===== src/rtl/lc3b_types.sv =====
// Shared LC-3b memory-side types.
// Provides the word and cache-block types, the write-buffer FSM state enum,
// and a pointer-width helper used by the buffer storage.
package lc3b_types;

  localparam int unsigned WORD_W    = 16;
  localparam int unsigned C_BLOCK_W = 128;

  typedef logic [WORD_W-1:0]    lc3b_word;
  typedef logic [C_BLOCK_W-1:0] lc3b_c_block;

  typedef enum logic [1:0] {
    IDLE,
    READ,
    DRAIN,
    RESP
  } lc3b_wbuf_state;

  // A single-entry buffer still needs a 1-bit pointer.
  function automatic int unsigned ptr_width(input int unsigned depth);
    return (depth > 1) ? $clog2(depth) : 1;
  endfunction

endpackage


===== src/rtl/wbuf_entry_array.sv =====
// Write-buffer entry storage: DEPTH FIFO-ordered {valid, tag, block} entries.
// Ports:
//   clk, rst_n       clock, synchronous active-low reset (clears valid/pointers)
//   tag              block tag used for lookup and for push
//   push             allocate tag/wdata at tail
//   coalesce         overwrite data of entry coalesce_index with wdata
//   coalesce_index   entry to overwrite
//   wdata            block data for push/coalesce
//   pop              retire the head entry
//   hit_c            some valid entry matches tag
//   hit_index_c      index of the matching entry
//   hit_data_c       data of the matching entry
//   head_tag_c       tag of the head (oldest) entry
//   head_data_c      data of the head entry
//   count            number of valid entries
//   full_c           count == DEPTH
module wbuf_entry_array
  import lc3b_types::*;
#(
  parameter int unsigned DEPTH = 2,
  parameter int unsigned TAG_W = 12,
  localparam int unsigned PTR_W = ptr_width(DEPTH),
  localparam int unsigned CNT_W = $clog2(DEPTH + 1)
) (
  input  logic              clk,
  input  logic              rst_n,
  input  logic [TAG_W-1:0]  tag,
  input  logic              push,
  input  logic              coalesce,
  input  logic [PTR_W-1:0]  coalesce_index,
  input  logic [127:0]      wdata,
  input  logic              pop,
  output logic              hit_c,
  output logic [PTR_W-1:0]  hit_index_c,
  output logic [127:0]      hit_data_c,
  output logic [TAG_W-1:0]  head_tag_c,
  output logic [127:0]      head_data_c,
  output logic [CNT_W-1:0]  count,
  output logic              full_c
);

  logic [DEPTH-1:0] valid;
  logic [TAG_W-1:0] tags  [DEPTH];
  lc3b_c_block      blocks[DEPTH];
  logic [PTR_W-1:0] head;
  logic [PTR_W-1:0] tail;

  function automatic logic [PTR_W-1:0] ptr_inc(input logic [PTR_W-1:0] p);
    return (p == PTR_W'(DEPTH - 1)) ? '0 : p + PTR_W'(1);
  endfunction

  // Valid bits, pointers and occupancy; the FSM never pushes and pops together.
  always_ff @(posedge clk) begin
    if (!rst_n) begin
      valid <= '0;
      head  <= '0;
      tail  <= '0;
      count <= '0;
    end else begin
      if (push) begin
        valid[tail] <= 1'b1;
        tail        <= ptr_inc(tail);
      end
      if (pop) begin
        valid[head] <= 1'b0;
        head        <= ptr_inc(head);
      end
      if (push && !pop) begin
        count <= count + CNT_W'(1);
      end else if (pop && !push) begin
        count <= count - CNT_W'(1);
      end
    end
  end

  // Tag/data payload; qualified by valid so it needs no reset.
  always_ff @(posedge clk) begin
    if (push) begin
      tags[tail]   <= tag;
      blocks[tail] <= wdata;
    end else if (coalesce) begin
      blocks[coalesce_index] <= wdata;
    end
  end

  // Parallel tag compare; tags are unique among valid entries.
  always_comb begin
    hit_c       = 1'b0;
    hit_index_c = '0;
    for (int unsigned i = 0; i < DEPTH; i++) begin
      if (valid[i] && (tags[i] == tag)) begin
        hit_c       = 1'b1;
        hit_index_c = PTR_W'(i);
      end
    end
  end

  assign hit_data_c  = blocks[hit_index_c];
  assign head_tag_c  = tags[head];
  assign head_data_c = blocks[head];
  assign full_c      = (count == CNT_W'(DEPTH));

endmodule


===== src/rtl/pmem_write_buffer.sv =====
// Posted write buffer between the cache arbiter and physical memory.
// Writes are absorbed into a small FIFO and drained to pmem while no read is
// in progress; reads hitting a buffered block are served from the buffer.
// Ports:
//   clk, rst_n                      clock, synchronous active-low reset
//   mem_address/read/write/wdata    arbiter request, held until mem_resp
//   mem_rdata, mem_resp             read block and one-cycle completion
//   pmem_address/read/write/wdata   physical memory request, held until pmem_resp
//   pmem_rdata, pmem_resp           physical memory completion
module pmem_write_buffer
  import lc3b_types::*;
#(
  parameter int unsigned DEPTH       = 2,
  parameter int unsigned OFFSET_BITS = 4
) (
  input  logic         clk,
  input  logic         rst_n,
  input  logic [15:0]  mem_address,
  input  logic         mem_read,
  input  logic         mem_write,
  input  logic [127:0] mem_wdata,
  output logic [127:0] mem_rdata,
  output logic         mem_resp,
  output logic [15:0]  pmem_address,
  output logic         pmem_read,
  output logic         pmem_write,
  output logic [127:0] pmem_wdata,
  input  logic [127:0] pmem_rdata,
  input  logic         pmem_resp
);

  localparam int unsigned TAG_W = WORD_W - OFFSET_BITS;
  localparam int unsigned PTR_W = ptr_width(DEPTH);
  localparam int unsigned CNT_W = $clog2(DEPTH + 1);

  lc3b_wbuf_state   state;
  lc3b_wbuf_state   state_next;

  logic [TAG_W-1:0] req_tag;
  logic             hit;
  logic [PTR_W-1:0] hit_index;
  lc3b_c_block      hit_data;
  logic [TAG_W-1:0] head_tag;
  lc3b_c_block      head_data;
  logic [CNT_W-1:0] count;
  logic             full;

  logic             push;
  logic             coalesce;
  logic             pop;
  logic             load_hit;
  logic             load_pmem;

  assign req_tag = mem_address[WORD_W-1:OFFSET_BITS];

  wbuf_entry_array #(
    .DEPTH (DEPTH),
    .TAG_W (TAG_W)
  ) u_entries (
    .clk            (clk),
    .rst_n          (rst_n),
    .tag            (req_tag),
    .push           (push),
    .coalesce       (coalesce),
    .coalesce_index (hit_index),
    .wdata          (mem_wdata),
    .pop            (pop),
    .hit_c          (hit),
    .hit_index_c    (hit_index),
    .hit_data_c     (hit_data),
    .head_tag_c     (head_tag),
    .head_data_c    (head_data),
    .count          (count),
    .full_c         (full)
  );

  // Next state and buffer control; reads are checked against the buffer first.
  always_comb begin
    state_next = state;
    push       = 1'b0;
    coalesce   = 1'b0;
    pop        = 1'b0;
    load_hit   = 1'b0;
    load_pmem  = 1'b0;
    unique case (state)
      IDLE: begin
        if (mem_read) begin
          if (hit) begin
            load_hit   = 1'b1;
            state_next = RESP;
          end else begin
            state_next = READ;
          end
        end else if (mem_write) begin
          if (hit) begin
            coalesce   = 1'b1;
            state_next = RESP;
          end else if (!full) begin
            push       = 1'b1;
            state_next = RESP;
          end else begin
            state_next = DRAIN;
          end
        end else if (count != '0) begin
          state_next = DRAIN;
        end
      end
      READ: begin
        if (pmem_resp) begin
          load_pmem  = 1'b1;
          state_next = RESP;
        end
      end
      DRAIN: begin
        if (pmem_resp) begin
          pop        = 1'b1;
          state_next = IDLE;
        end
      end
      RESP: begin
        state_next = IDLE;
      end
      default: begin
        state_next = IDLE;
      end
    endcase
  end

  // State and registered outputs, all derived from the upcoming state.
  always_ff @(posedge clk) begin
    if (!rst_n) begin
      state        <= IDLE;
      mem_rdata    <= '0;
      mem_resp     <= 1'b0;
      pmem_address <= '0;
      pmem_read    <= 1'b0;
      pmem_write   <= 1'b0;
      pmem_wdata   <= '0;
    end else begin
      state      <= state_next;
      mem_resp   <= (state_next == RESP);
      pmem_read  <= (state_next == READ);
      pmem_write <= (state_next == DRAIN);
      if (load_hit) begin
        mem_rdata <= hit_data;
      end else if (load_pmem) begin
        mem_rdata <= pmem_rdata;
      end
      // Head cannot change during a drain, so re-loading keeps these stable.
      if (state_next == READ) begin
        pmem_address <= mem_address;
      end else if (state_next == DRAIN) begin
        pmem_address <= {head_tag, {OFFSET_BITS{1'b0}}};
        pmem_wdata   <= head_data;
      end
    end
  end

  // Read and write together is a protocol violation by the requester.
  a_no_read_write: assert property (@(posedge clk) disable iff (!rst_n)
    !(mem_read && mem_write));

endmodule


===== config.mk =====
export PLATFORM = sky130hd
export DESIGN_NAME = pmem_write_buffer
export DESIGN_NICKNAME = d
export VERILOG_FILES = /design/src/rtl/lc3b_types.sv /design/src/rtl/wbuf_entry_array.sv /design/src/rtl/pmem_write_buffer.sv
export SDC_FILE = /design/constraint.sdc
export NUM_CORES = 1
export LEC_CHECK = 0
export ABC_AREA = 1
export CAP_MARGIN = 20
export CORE_MARGIN = 2
export CORE_UTILIZATION = 51
export CTS_CLUSTER_DIAMETER = 80
export DETAILED_ROUTE_END_ITERATION = 6
export PLACE_DENSITY_LB_ADDON = 0.1
export SLEW_MARGIN = 15
export SYNTH_ARGS = -nofsm -noshare
export SYNTH_HDL_FRONTEND = slang
export SYNTH_SLANG_ARGS = --single-unit

===== constraint.sdc =====
create_clock -name clk -period 12.33 [get_ports clk]
set_clock_uncertainty 0.15 [all_clocks]
set_input_delay 3.699 -clock clk [delete_from_list [all_inputs] [get_ports clk]]
set_output_delay 3.699 -clock clk [all_outputs]
set_load 0.005 [all_outputs]

== Word level (Yosys, flattened, before mapping) ==
Memories as Yosys holds them, arrays and structs flattened. A register that Yosys moved wholly into a read port is not among the register bits.
Index checks and enable logic that the tools add are counted.

* Equal/unequal tests: 9
* Div/mod/pow operators: 0
* Shift operators: 0
* Bitwise gates (word level): 4
* Magnitude comparators: 4
* Mux-type cells: 51
* $add $sub $neg: 4
* Reduce and logical (&&, ||, !) cells: 16
* Multipliers: 0

{| class="wikitable"
|+ Operators with widths
! cell !! number
|-
| 2-to-1 mux 128 bit || 3
|-
| OR reduction 128 bit || 1
|-
| 2-to-1 mux 1 bit || 32
|-
| 2-to-1 mux 16 bit || 2
|-
| equality test 12 bit || 2
|-
| 2-to-1 mux 2 bit || 11
|-
| equality test 2 bit (second input constant) || 5
|-
| one-hot mux 2 bit (4 select lines) || 1
|-
| nonzero test 2 bit || 4
|-
| logical AND 1 bit || 6
|-
| equality test 2 x 1 -> 1 bit (second input constant) || 2
|-
| < comparator 1 x 2 -> 1 bit (second input constant) || 2
|-
| logical NOT 1 bit || 3
|-
| adder 1 bit (second input constant) || 2
|-
| adder 2 x 1 -> 2 bit (second input constant) || 1
|-
| bitwise AND 2 bit || 1
|-
| demux 1 bit (select 1 bit) || 2
|-
| >= comparator 1 bit (second input constant) || 2
|-
| logical NOT 2 bit || 1
|-
| NOT 2 bit || 1
|-
| OR 2 bit || 1
|-
| AND reduction 2 bit || 1
|-
| subtractor 2 x 1 -> 2 bit (second input constant) || 1
|-
| NOT 1 bit || 1
|}

* Logic and storage cells: 100
* RAM bits: 280
* ROM bits: 0
* Output and inout port bits: 275
* Bits in latches: 0
* Register bits: 155
* Bits of input ports: 277
* Memories kept: 2

{| class="wikitable"
|+ Memory list
! name !! words !! bits a word !! read ports !! clocked after memory_dff !! write ports !! line !! RTL
|-
| u_entries.blocks || 2 || 128 || 2 || 1 || 1 || wbuf_entry_array.sv:44 || <nowiki>lc3b_c_block blocks[DEPTH];</nowiki>
|-
| u_entries.tags || 2 || 12 || 3 || 1 || 1 || wbuf_entry_array.sv:43 || <nowiki>logic [TAG_W-1:0] tags [DEPTH];</nowiki>
|}

== Longest topological paths before layout ==
Gate-level depths: netlist of the first run.
An unclocked memory read counts as a cell.

* Depth after elaboration: 14
* Depth in mapped cells: 18
* Gate-level depth less buffers: 16

== Cells and area by module ==
A second synthesis of the first run with hierarchy kept.

* Cells, all modules: 2,823
* Area, all modules: 24,807.5 µm²

{| class="wikitable"
|+ By module, submodules not included
! module !! area each (µm²) !! cells an instance !! sequential area each (µm²) !! times used
|-
| wbuf_entry_array || 12,650.9 || 1,020 || 8,548.2 || 1
|-
| pmem_write_buffer || 12,156.7 || 1,803 || 5,545.3 || 1
|}

== Worst setup path after synthesis of the first run ==
No wires, ideal clock.

* Path kind: input -> register
* Start: input mem_address[5]
* End: memory u_entries.blocks[1][0] (netlist bit) (enable)
* Path slack: 1.495 ns
* Data arrival time: 10.054 ns
* Stages: 10
* Data required time: 11.549 ns
* Setup time: 0.631 ns
* Path buffers: 0
* Cell sequence: inv_1 -> nand2_1 -> nand2_1 -> nor2_1 -> nand2_1 -> nor2_2 -> nand2_1 -> nand2_1 -> o21ai_0 -> nor2b_1

* Cells in the longest elaborated chain, start to end: 13
* Elaborated cells between the ends (all ways): 23
* Classes of those cells: eq/ne: 2; mux: 18; reduce/logical: 3

{| class="wikitable"
|+ RTL lines
! item !! line !! RTL
|-
| from (decl) || pmem_write_buffer.sv:18 || <nowiki>input logic [15:0] mem_address,</nowiki>
|-
| equality test 12 bit || wbuf_entry_array.sv:91 || <nowiki>if (valid[i] && (tags[i] == tag)) begin</nowiki>
|-
| logical AND 1 bit || wbuf_entry_array.sv:91 ||
|-
| 2-to-1 mux 1 bit (2 in series) || wbuf_entry_array.sv:91 ||
|-
| 2-to-1 mux 1 bit || pmem_write_buffer.sv:95 || <nowiki>if (hit) begin</nowiki>
|-
| 2-to-1 mux 1 bit || pmem_write_buffer.sv:94 || <nowiki>end else if (mem_write) begin</nowiki>
|-
| 2-to-1 mux 1 bit || pmem_write_buffer.sv:87 || <nowiki>if (mem_read) begin</nowiki>
|-
| 2-to-1 mux 1 bit || pmem_write_buffer.sv:85 || <nowiki>unique case (state)</nowiki>
|-
| 2-to-1 mux 1 bit || wbuf_entry_array.sv:81 || <nowiki>end else if (coalesce) begin</nowiki>
|-
| 2-to-1 mux 1 bit || wbuf_entry_array.sv:78 || <nowiki>if (push) begin</nowiki>
|-
| 2-to-1 mux 1 bit (implied by the code) || wbuf_entry_array.sv:82 || <nowiki>blocks[coalesce_index] <= wdata;</nowiki>
|-
| OR reduction 128 bit (no source line) || - ||
|-
| 2-to-1 mux 1 bit (no source line) || - ||
|-
| to (decl) || wbuf_entry_array.sv:44 ||
|}

Parallel ways exist; a longest one is shown, timed or not.

== Final worst setup path of the first run ==
* Start: input mem_address[9]
* End: register pmem_address[13]

* Elaborated cells between the ends (all ways): 15
* Classes of those cells: eq/ne: 4; mux: 8; reduce/logical: 3

{| class="wikitable"
|+ RTL lines
! item !! line !! RTL
|-
| equality test 12 bit || wbuf_entry_array.sv:91 ||
|-
| logical AND 1 bit || wbuf_entry_array.sv:91 ||
|-
| 2-to-1 mux 1 bit || wbuf_entry_array.sv:91 ||
|-
| 2-to-1 mux 1 bit (*) || wbuf_entry_array.sv:91 ||
|-
| 2-to-1 mux 2 bit (*) || pmem_write_buffer.sv:88 || <nowiki>if (hit) begin</nowiki>
|-
| 2-to-1 mux 2 bit (*) || pmem_write_buffer.sv:87 ||
|-
| one-hot mux 2 bit (4 select lines) (*) || pmem_write_buffer.sv:85 ||
|-
| named net state_next[1] || pmem_write_buffer.sv:37 || <nowiki>lc3b_wbuf_state state_next;</nowiki>
|-
| equality test 2 x 1 -> 1 bit or equality test 2 bit (tied branches) || pmem_write_buffer.sv:150, pmem_write_buffer.sv:152 ||
|-
| 2-to-1 mux 16 bit or nonzero test 2 bit (tied branches) || - ||
|-
| to (signal assigned) || pmem_write_buffer.sv:151 || <nowiki>pmem_address <= mem_address;</nowiki>
|-
| to (signal assigned) || pmem_write_buffer.sv:153 || <nowiki>pmem_address <= {head_tag, {OFFSET_BITS{1'b0}}};</nowiki>
|-
| to (decl) || pmem_write_buffer.sv:24 || <nowiki>output logic [15:0] pmem_address,</nowiki>
|}

The timed path passes the listed nets; every way through them passes the cells marked *.
A chain may end at the register's enable or synchronous reset.

==> results.sh, run 1 <==
export IMPL_switching_power_w=0.00124
export IMPL_fin_tns_setup_ns=0
export IMPL_grt_pass1_vias=22300
export IMPL_path_cells="clkdlybuf4s50_1 -> inv_2 -> nand2_1 -> nand2_1 -> nor2_1 -> nand2_1 -> nor2_4 -> nand2_4 -> nand2_1 -> nand2_4 -> buf_4 -> nand3_1 -> inv_1 -> ha_1 -> clkinv_1 -> o21ai_0 -> a21oi_1"
export IMPL_path_common_cell="nand2_1"
export IMPL_min_path_type="flip-flop to flip-flop"
export IMPL_fin_nets=3854
export IMPL_ys_seq_area_share_pct=55.7
export IMPL_routed_wire_length_per_instance_microns=20.7
export IMPL_ys_async_sr_fraction_pct=0
export IMPL_cts_clk_slew_worst_paths_ns=0.06
export IMPL_outcome="complete, no violations"
export IMPL_die_area_sq_um=51400
export IMPL_io_buffers=551
export IMPL_synth_nets=3442
export IMPL_dp_hpwl_microns=56900
export IMPL_cts_tree="built"
export IMPL_power_total_w=0.00469
export IMPL_grt_ovfl_total=0
export IMPL_ys_ff_latch=564
export IMPL_via_per_inst=5.51
export IMPL_setup_violations_final=0
export IMPL_drt_iter0_drc=2428
export IMPL_max_freq_ghz=0.118
export IMPL_cp_max_fo=75
export IMPL_cts_hold_buf=0
export IMPL_p_per_area_nw_per_um2=143
export IMPL_hold_violations=0
export IMPL_drive_gt1_share_pct=3.31
export IMPL_row_count=81
export IMPL_grt_pass1_wl_microns=132000
export IMPL_grt_max_degree=258
export IMPL_synth_edf_count=280
export IMPL_route_detailed_drc=0
export IMPL_endpoint_kind="flip-flop"
export IMPL_place_congestion=0.925
export IMPL_htreeDepth=2
export IMPL_clk_path_buf_depth=3
export IMPL_antenna_found_initial=30
export IMPL_syn_inst=3161
export IMPL_clockPowerShare_pct=36.6
export IMPL_power_share_switching_pct=26.3
export IMPL_num_vias=23800
export IMPL_clock_latency_ns=0.63
export IMPL_required_ns=12.66
export IMPL_worst_pin_slew_ns=1.18
export IMPL_syn_to_final_growth_pct=29.9
export IMPL_fp_dieH_microns=227
export IMPL_peakVddDrop_mv=0.0966
export IMPL_synthTopCellsByArea="edfxtp_1 (33%), dfxtp_1 (22%), nand2_1 (15%)"
export IMPL_combinationalPowerShare_pct=16.6
export IMPL_post_cts_repair_setup_buffers=0
export IMPL_ctsResizeCount=0
export IMPL_synth_cell_types=24
export IMPL_cp_arrival_ns=8.80
export IMPL_core_sq_um=49000
export IMPL_yosys_warnings=0
export IMPL_start_kind="input pin"
export IMPL_p_leak_nw=14.5
export IMPL_track_usage_pct=33.7
export IMPL_ios=552
export IMPL_numCtsBuffers=57
export IMPL_synth_common_cells="nand2_1 (1028), nand3_1 (524), inv_1 (379), dfxtp_1 (284), edfxtp_1 (280)"
export IMPL_final_core_util_pct=67.1
export IMPL_synth_top_area_share_pct=33.2
export IMPL_cts_sinks=564
export IMPL_firstDrtPassIters=6
export IMPL_yosys_cell_count_top_type="nand2_1"
export IMPL_synth_area_leader_cell="edfxtp_1"
export IMPL_maxSlewHeadroom_pct=21.3
export IMPL_timing_final_crit_period_ns=8.47
export IMPL_intPower_w=0.00346
export IMPL_syn_area_sq_um=25300
export IMPL_antenna_left=0
export IMPL_rsz0062_at_grt="false"
export IMPL_worst_hold_slack_ns=0.362
export IMPL_seq_power_share_pct=46.9
export IMPL_post_route_period_util_pct=68.7
export IMPL_die_w_microns=227
export IMPL_ctsRootBufferMaster="clkbuf_16"
export IMPL_avgSynthCellArea_sq_um=8.00
export IMPL_critical_path_slowest_cell="buf_4"
export IMPL_routed_wl_microns=89200
export IMPL_cap_violations=0
export IMPL_critPathMaxStageDelay_ns=0.80
export IMPL_drv_slew=0
export IMPL_start_util_pct=51.7
export IMPL_synth_main_ff_cell="dfxtp_1"
export IMPL_path_class="input pin to flip-flop"
cells by family (layout without fill, tap and decap cells):
group                      Yosys count  count (layout)  share of synthesized area [%]
xor gates and xnor gates             2               2                         0.0693
other                                0              25                              0
DFF                                564             564                           55.7
buffers and inverters              667            1127                           10.5
and+or+nand+nor                   1593            1593                           26.3
adders and majority gates            4               4                          0.198
AOI/OAI and AO/OA                  331             331                           7.19
per-stage QoR:
stage               cell area (sq um)  std cells  setup slack, ns
finish                          32900       4310             3.86
global placement                31000       4178             3.49
detailed placement              31000       4178             3.25
floorplan                       25300       3161             1.49
global route                    32800       4304             3.40
CTS                             32800       4285             3.83
final timing paths:
path / end / slack, ns / depth (start not counted) / from
max: pmem_address[13] / 3.86 / 17 / mem_address[9]
min reg2reg: pmem_address[0] / 0.36 / 2 / pmem_address[0]
max reg2reg: pmem_address[13] / 7.09 / 16 / u_entries.tags[1][10]
min: pmem_address[0] / 0.36 / 2 / pmem_address[0]
area by class of cell:
| type | count | area, sq um |
|---|---|---|
| clock buffers | 88 | 1690 |
| clock inverters | 19 | 148 |
| fillers | 4007 | 16100 |
| multi-input cells | 1930 | 8640 |
| flip-flops and latches | 564 | 14100 |
| repair buffers | 573 | 5710 |
| well taps | 664 | 831 |
| inverters | 447 | 1680 |
| diodes | 25 | 62.6 |
state kept, by name, summed over array words and instances, names as in the netlist, 2 cells and up, named ones only:
| signal | cells |
|---|---|
| state | 2 |
| pmem_wdata | 128 |
| pmem_address | 16 |
| u_entries.blocks | 256 |
| u_entries.valid | 2 |
| u_entries.count | 2 |
| u_entries.tags | 24 |
| mem_rdata | 128 |
worst max-delay path: cells and delay by family:
| family | cells | cell delay [ns] |
|---|---|---|
| AND/OR/NAND/NOR | 9 | 2.12 |
| adder cells (fa/ha/maj) | 1 | 0.24 |
| AO/OA/AOI/OAI | 2 | 0.51 |
| buffers and inverters | 5 | 2.12 |
cells in the final DEF (no fill, tap or decap), types with 2 or more instances in the layout:
| cell type | count |
|---|---|
| buf_4 | 20 |
| diode_2 | 25 |
| nor2_4 | 4 |
| nand3_1 | 523 |
| clkinv_1 | 71 |
| clkbuf_1 | 20 |
| nand2_4 | 5 |
| dfxtp_1 | 283 |
| nand2_1 | 1025 |
| nor2_1 | 28 |
| bufinv_16 | 2 |
| o21ai_0 | 175 |
| clkbuf_16 | 60 |
| a21oi_1 | 26 |
| nand4_1 | 4 |
| buf_12 | 2 |
| clkdlybuf4s50_1 | 550 |
| edfxtp_1 | 280 |
| inv_2 | 3 |
| inv_1 | 379 |
| a31oi_1 | 130 |
| clkinv_2 | 9 |
| xnor2_1 | 2 |
| ha_1 | 3 |
| clkbuf_8 | 9 |
power groups by stage:
| stage | registers (W) | logic [W] | clock network [W] |
|---|---|---|---|
| after floorplan | 0.00222 | 0.000337 | 0 |
| after global placement | 0.00223 | 0.000749 | 0 |
| after detailed placement | 0.00224 | 0.000767 | 0 |
| after CTS | 0.00220 | 0.000772 | 0.00173 |
| after global routing | 0.00221 | 0.000848 | 0.00180 |
| final | 0.00220 | 0.000777 | 0.00172 |
metal layers:
| layer | routed length, microns | global-route usage, % |
|---|---|---|
| met1 | 34100 | 42.2 |
| met2 | 41300 | 53.9 |
| met5 | 121 | 0 |
| met3 | 8500 | 7.68 |
| met4 | 5110 | 19.1 |
Power figures use the tool's default switching activity.
==> run 2, diff against run 1 <==
==> constraint.sdc (replaced) <==
create_clock -name clk -period 8.6 [get_ports clk]
set_clock_uncertainty 0.15 [all_clocks]
set_input_delay 2.58 -clock clk [delete_from_list [all_inputs] [get_ports clk]]
set_output_delay 2.58 -clock clk [all_outputs]
set_load 0.005 [all_outputs]
==> run 2 against run 1 <==
Effect of this change:
- die area did not move
- critical path depth unchanged
- global-route usage shrank 1.4 points
- flip-flop and latch count unchanged
- register-to-register slack got worse by 2.7 ns
- utilization rose by 0.24 points
- combinational power up 44%
- clock-buffer cell count down 11
- non-clock buffer count is 10 higher
- via count down 1.9%
- clock power is 42% higher
- sequential share of layout area fell by 0.15 points
- critical endpoint is now pmem_address[5]
==> results.sh, run 2 (synthesis gave the netlist of run 1 again) <==
export IMPL_p_per_area_nw_per_um2=203
export IMPL_cp_arrival_ns=6.66
export IMPL_r2r_end="pmem_address[5]"
export IMPL_cts_clk_slew_worst_paths_ns=0.06
export IMPL_min_path_type="flip-flop to flip-flop"
export IMPL_grt_max_degree=131
export IMPL_post_route_period_util_pct=73.6
export IMPL_grt_pass1_vias=21900
export IMPL_cts_sinks=564
export IMPL_fp_dieH_microns=227
export IMPL_max_freq_ghz=0.158
export IMPL_numCtsBuffers=59
export IMPL_wl_met3_microns=7980
export IMPL_place_congestion=0.878
export IMPL_path_class="input pin to flip-flop"
export IMPL_ctsRootBufferMaster="clkbuf_16"
export IMPL_cts_hold_buf=0
export IMPL_row_count=81
export IMPL_setup_violations_final=0
export IMPL_peakVddDrop_mv=0.139
export IMPL_cts_tree="built"
export IMPL_fin_nets=3866
export IMPL_rsz0062_at_grt="false"
export IMPL_worstRegToRegCells=16
export IMPL_firstDrtPassIters=5
export IMPL_start_util_pct=51.7
export IMPL_largest_reg_flops=256
export IMPL_die_w_microns=227
export IMPL_hold_depth=2
export IMPL_syn_to_final_growth_pct=30.3
export IMPL_top_register="u_entries.blocks"
export IMPL_cap_violations=0
export IMPL_final_common_cell="nand2_1"
export IMPL_clk_path_buf_depth=3
export IMPL_htreeDepth=2
export IMPL_fin_tns_setup_ns=0
export IMPL_io_buffers=551
export IMPL_maxSlewHeadroom_pct=22.2
export IMPL_wl_met1_microns=33500
export IMPL_num_vias=23300
export IMPL_endpoint_kind="flip-flop"
export IMPL_route_detailed_drc=0
export IMPL_drt_iter0_drc=2118
export IMPL_required_ns=8.93
export IMPL_endpoint="pmem_address[5]"
export IMPL_reg2reg_slack_ns=4.42
export IMPL_start_kind="input pin"
export IMPL_cp_max_fo=70
export IMPL_critPathLaunch="mem_address[9]"
export IMPL_ios=552
export IMPL_dpl_cell_area_sq_um=31100
export IMPL_pre_cts_ws_ns=1.66
export IMPL_grt_ovfl_total=0
export IMPL_reg_top3="u_entries.blocks: 256 flops, mem_rdata: 128 flops, pmem_wdata: 128 flops"
export IMPL_route_met2_wl_microns=40800
export IMPL_track_usage_pct=32.4
export IMPL_clock_latency_ns=0.61
export IMPL_die_area_sq_um=51400
export IMPL_layout_common_cells="nand2_1 (1025), clkdlybuf4s50_1 (550), nand3_1 (523), inv_1 (379), dfxtp_1 (283)"
export IMPL_hold_violations=0
export IMPL_grt_pass1_wl_microns=127000
export IMPL_top_layer="met5"
export IMPL_final_cell_area_sq_um=33000
export IMPL_worst_pin_slew_ns=1.17
export IMPL_setup_ws_ns=2.27
export IMPL_outcome="complete, no violations"
export IMPL_timing_rr_start="u_entries.tags[1][8]"
export IMPL_antenna_found_initial=22
export IMPL_dp_hpwl_microns=55200
export IMPL_via_per_inst=5.40
export IMPL_ctsResizeCount=0
export IMPL_antenna_left=0
export IMPL_post_cts_repair_setup_buffers=0
export IMPL_p_leak_nw=14.6
export IMPL_routed_wl_microns=85900
export IMPL_drive_gt1_share_pct=3.61
export IMPL_routed_wire_length_per_instance_microns=19.9
export IMPL_core_sq_um=49000
export IMPL_drv_slew=0
export IMPL_timing_final_crit_period_ns=6.33
run 2: cell types whose count changed in the layout (fill, tap and decap cells not counted), sizes merged:
| cell | change |
|---|---|
| clkinvlp | +5 |
| bufinv | +1 |
| clkinv | +6 |
| buf | +10 |
| clkbuf | -11 |
| inv | +1 |
| diode | -7 |
run 2: layout make-up:
| class | count | area, sq um |
|---|---|---|
| Fill cell | 4061 | 16000 |
| Clock inverter | 32 | 235 |
| Tap cell | 664 | 831 |
| Sequential cell | 564 | 14100 |
| Clock buffer | 77 | 1570 |
| Antenna cell | 18 | 45.0 |
| Inverter | 447 | 1680 |
| Timing Repair Buffer | 583 | 5870 |
| Multi-Input combinational cell | 1930 | 8640 |
run 2: stage by stage:
step / util (%) / hold WS [ns] / cells / power [W]
finish: 67.4 / 0.321 / 4315 / 0.00670
detailed placement: 63.5 / 0.312 / 4186 / 0.00430
CTS: 67.2 / 0.321 / 4295 / 0.00673
global placement: 63.5 / 0.304 / 4186 / 0.00427
floorplan: - / 0.299 / 3161 / 0.00367
global route: 67.3 / 0.344 / 4312 / 0.00695
run 2: worst min path at each step:
stage	start	end	slack, ns
finish	pmem_address[3]	pmem_address[3]	0.32
global route	pmem_address[2]	pmem_address[2]	0.34
CTS	pmem_address[3]	pmem_address[3]	0.32
detailed placement	pmem_address[3]	pmem_address[3]	0.31
global placement	pmem_address[3]	pmem_address[3]	0.30
floorplan	u_entries.valid[0]	u_entries.valid[0]	0.30
run 2: critical path: stages:
cell and delay (ns):
clkdlybuf4s50_1 0.54, inv_2 0.11, nand2_1 0.10, nand2_1 0.08, nor2_1 0.04, nand2_1 0.09, nor2_4 0.05, nand2_4 0.65
nand2_1 0.27, o21ai_0 0.22, nand2_1 0.07, nand2_1 0.15, inv_1 0.09, ha_1 0.45, clkinv_1 0.61, o21ai_0 0.41
a21oi_1 0.06
run 2: power breakdown:
group          total (W)  internal (W)  leakage (nW)  switching (W)
Clock            0.00244       0.00137         0.874        0.00107
Combinational    0.00112      0.000537          8.83       0.000579
Sequential       0.00314       0.00303          4.87       0.000116
Total            0.00670       0.00494          14.6        0.00176
run 2: layer usage:
| metal | GRT usage (%) | vias up |
|---|---|---|
| met5 | 0 | - |
| met1 | 41.0 | 11000 |
| met3 | 7.88 | 172 |
| met2 | 52.7 | 1025 |
| met4 | 14.1 | 14 |
| li1 | - | 11100 |
==> run 3, diff against run 2 <==
--- a/config.mk
+++ b/config.mk
@@ -8,7 +8,7 @@
 export ABC_AREA = 1
 export CAP_MARGIN = 20
 export CORE_MARGIN = 2
-export CORE_UTILIZATION = 51
+export CORE_UTILIZATION = 46
 export CTS_CLUSTER_DIAMETER = 80
 export DETAILED_ROUTE_END_ITERATION = 6
 export PLACE_DENSITY_LB_ADDON = 0.1
==> constraint.sdc (replaced) <==
create_clock -name clk -period 5.4 [get_ports clk]
set_clock_uncertainty 0.15 [all_clocks]
set_input_delay 1.62 -clock clk [delete_from_list [all_inputs] [get_ports clk]]
set_output_delay 1.62 -clock clk [all_outputs]
set_load 0.005 [all_outputs]
==> run 3 against run 2 <==
Effect of this change:
- first-iteration DRC count down 9.9%
- largest cell class unchanged
- global-route usage down 2.6 points
- cell area grew 1.4%
- worst setup slack worse by 1.1 ns
- die area grew 11%
- combinational power up 63%
- flip-flop and latch count is the same
==> results.sh, run 3 (synthesis gave the netlist of run 1 again) <==
export IMPL_reg_top3="u_entries.blocks: 256 flops, mem_rdata: 128 flops, pmem_wdata: 128 flops"
export IMPL_switching_power_w=0.00286
export IMPL_clockPowerShare_pct=37.8
export IMPL_max_freq_ghz=0.238
export IMPL_final_cell_area_sq_um=33400
export IMPL_power_share_switching_pct=26.0
export IMPL_dp_hpwl_microns=56500
export IMPL_numCtsBuffers=60
export IMPL_routed_wire_length_per_instance_microns=20.1
export IMPL_grt_ovfl_total=0
export IMPL_antenna_left=0
export IMPL_die_w_microns=239
export IMPL_antenna_found_initial=28
export IMPL_fin_nets=3876
export IMPL_route_detailed_drc=0
export IMPL_fill_cells=4643
export IMPL_maxSlewHeadroom_pct=35.4
export IMPL_seq_power_share_pct=45.7
export IMPL_final_core_util_pct=61.7
export IMPL_row_count=85
export IMPL_layout_common_cells="nand2_1 (1025), clkdlybuf4s50_1 (550), nand3_1 (523), inv_1 (379), dfxtp_1 (283)"
export IMPL_cts_tree="built"
export IMPL_cts_sinks=564
export IMPL_ctsResizeCount=0
export IMPL_largest_reg_flops=256
export IMPL_grt_max_degree=130
export IMPL_cp_max_fo=24
export IMPL_p_leak_nw=14.8
export IMPL_intPower_w=0.00811
export IMPL_regArea_sq_um=14100
export IMPL_start_util_pct=46.7
export IMPL_via_per_inst=5.32
export IMPL_ctsRootBufferMaster="clkbuf_16"
export IMPL_fp_dieH_microns=239
export IMPL_p_per_area_nw_per_um2=328
export IMPL_min_path_type="flip-flop to flip-flop"
export IMPL_route_met2_wl_microns=40800
export IMPL_top_register="u_entries.blocks"
export IMPL_worst_hold_slack_ns=0.337
export IMPL_drive_gt1_share_pct=4.06
export IMPL_multi_input_area_sq_um=8640
export IMPL_clock_latency_ns=0.64
export IMPL_ios=552
export IMPL_cts_clk_slew_worst_paths_ns=0.06
export IMPL_dpl_cell_area_sq_um=31400
export IMPL_wl_met1_microns=35500
export IMPL_path_class="input pin to flip-flop"
export IMPL_firstDrtPassIters=6
export IMPL_syn_to_final_growth_pct=32.1
export IMPL_rsz0062_at_grt="false"
export IMPL_timing_final_crit_period_ns=4.20
export IMPL_die_area_sq_um=56900
export IMPL_drv_slew=0
export IMPL_setup_violations_final=0
export IMPL_outcome="complete, no violations"
export IMPL_wl_met3_microns=7450
export IMPL_clk_path_buf_depth=3
export IMPL_drt_iter0_drc=1909
export IMPL_htreeDepth=2
export IMPL_start_kind="input pin"
export IMPL_post_cts_repair_setup_buffers=0
export IMPL_io_buffers=551
export IMPL_hold_violations=0
export IMPL_core_sq_um=54100
export IMPL_routed_wl_microns=87500
export IMPL_cap_violations=0
export IMPL_final_common_cell="nand2_1"
export IMPL_cts_hold_buf=0
export IMPL_place_congestion=0.893
export IMPL_grt_pass1_wl_microns=130000
export IMPL_grt_pass1_vias=21900
export IMPL_endpoint_kind="flip-flop"
export IMPL_worst_pin_slew_ns=0.969
export IMPL_num_vias=23200
export IMPL_top_layer="met5"
export IMPL_peakVddDrop_mv=0.271
export IMPL_cp_arrival_ns=4.55
export IMPL_required_ns=5.75
export IMPL_track_usage_pct=29.8
export IMPL_post_route_period_util_pct=77.8
export IMPL_combinationalPowerShare_pct=16.6
run 3: cell types whose count changed in the layout (fill, tap and decap cells not counted):
cell / delta
buf_12: +16
buf_4: -6
clkinv_1: -5
clkinvlp_4: -5
clkbuf_8: +4
bufinv_16: +2
clkbuf_16: +2
buf_16: -1
clkinv_16: +1
clkinv_2: +1
clkinv_4: +1
inv_4: +1
inv_6: +1
run 3: worst max-delay path: stages:
cell             delay, ns
clkdlybuf4s50_1       0.56
inv_1                 0.10
nand2_1               0.13
nand4_1               0.18
nor2_4                0.22
nand2_4               0.08
nand2_1               0.16
nand2_4               0.09
nand3_1               0.20
inv_1                 0.08
ha_1                  0.43
clkinv_1              0.20
buf_4                 0.25
o21ai_0               0.18
a21oi_1               0.05
run 3: final timing paths:
check | start | end | slack, ns | cells after the start
min | pmem_address[1] | pmem_address[1] | 0.34 | 2
max | mem_address[6] | pmem_address[7] | 1.20 | 15
min reg2reg | pmem_address[1] | pmem_address[1] | 0.34 | 2
max reg2reg | u_entries.tags[1][2] | pmem_address[7] | 2.40 | 13
run 3: routing by layer:
layer	global-route usage, %	vias up
met5	0	-
met4	13.2	22
met3	7.42	191
met2	47.4	881
met1	38.7	11000
li1	-	11100
run 3: power by group through the flow:
stage | clock network, W | logic, W | registers, W
after floorplan | 0 | 0.000770 | 0.00507
after global placement | 0 | 0.00178 | 0.00508
after detailed placement | 0 | 0.00181 | 0.00509
after CTS | 0.00422 | 0.00182 | 0.00500
after global routing | 0.00438 | 0.00198 | 0.00504
final | 0.00415 | 0.00182 | 0.00501
run 3: per-stage QoR:
step	setup TNS (ns)	power [W]	setup slack, ns	cells
4_1_cts	0	0.0110	1.23	4341
2_1_floorplan	-230.16	0.00584	-0.901	3161
3_3_place_gp	0	0.00686	0.593	4229
3_5_place_dp	0	0.00690	0.570	4229
6_report	0	0.0110	1.20	4359
5_1_grt	0	0.0114	0.921	4356
run 3: cell type report:
class / count / area share, %
multi-input combinational: 1930 / 25.8
timing repair buffer: 592 / 18.3
inverter: 447 / 5.03
sequential: 564 / 42.2
clock buffer: 83 / 5.02
clock inverter: 29 / 0.891
antenna: 18 / 0.135
tap: 696 / 2.61
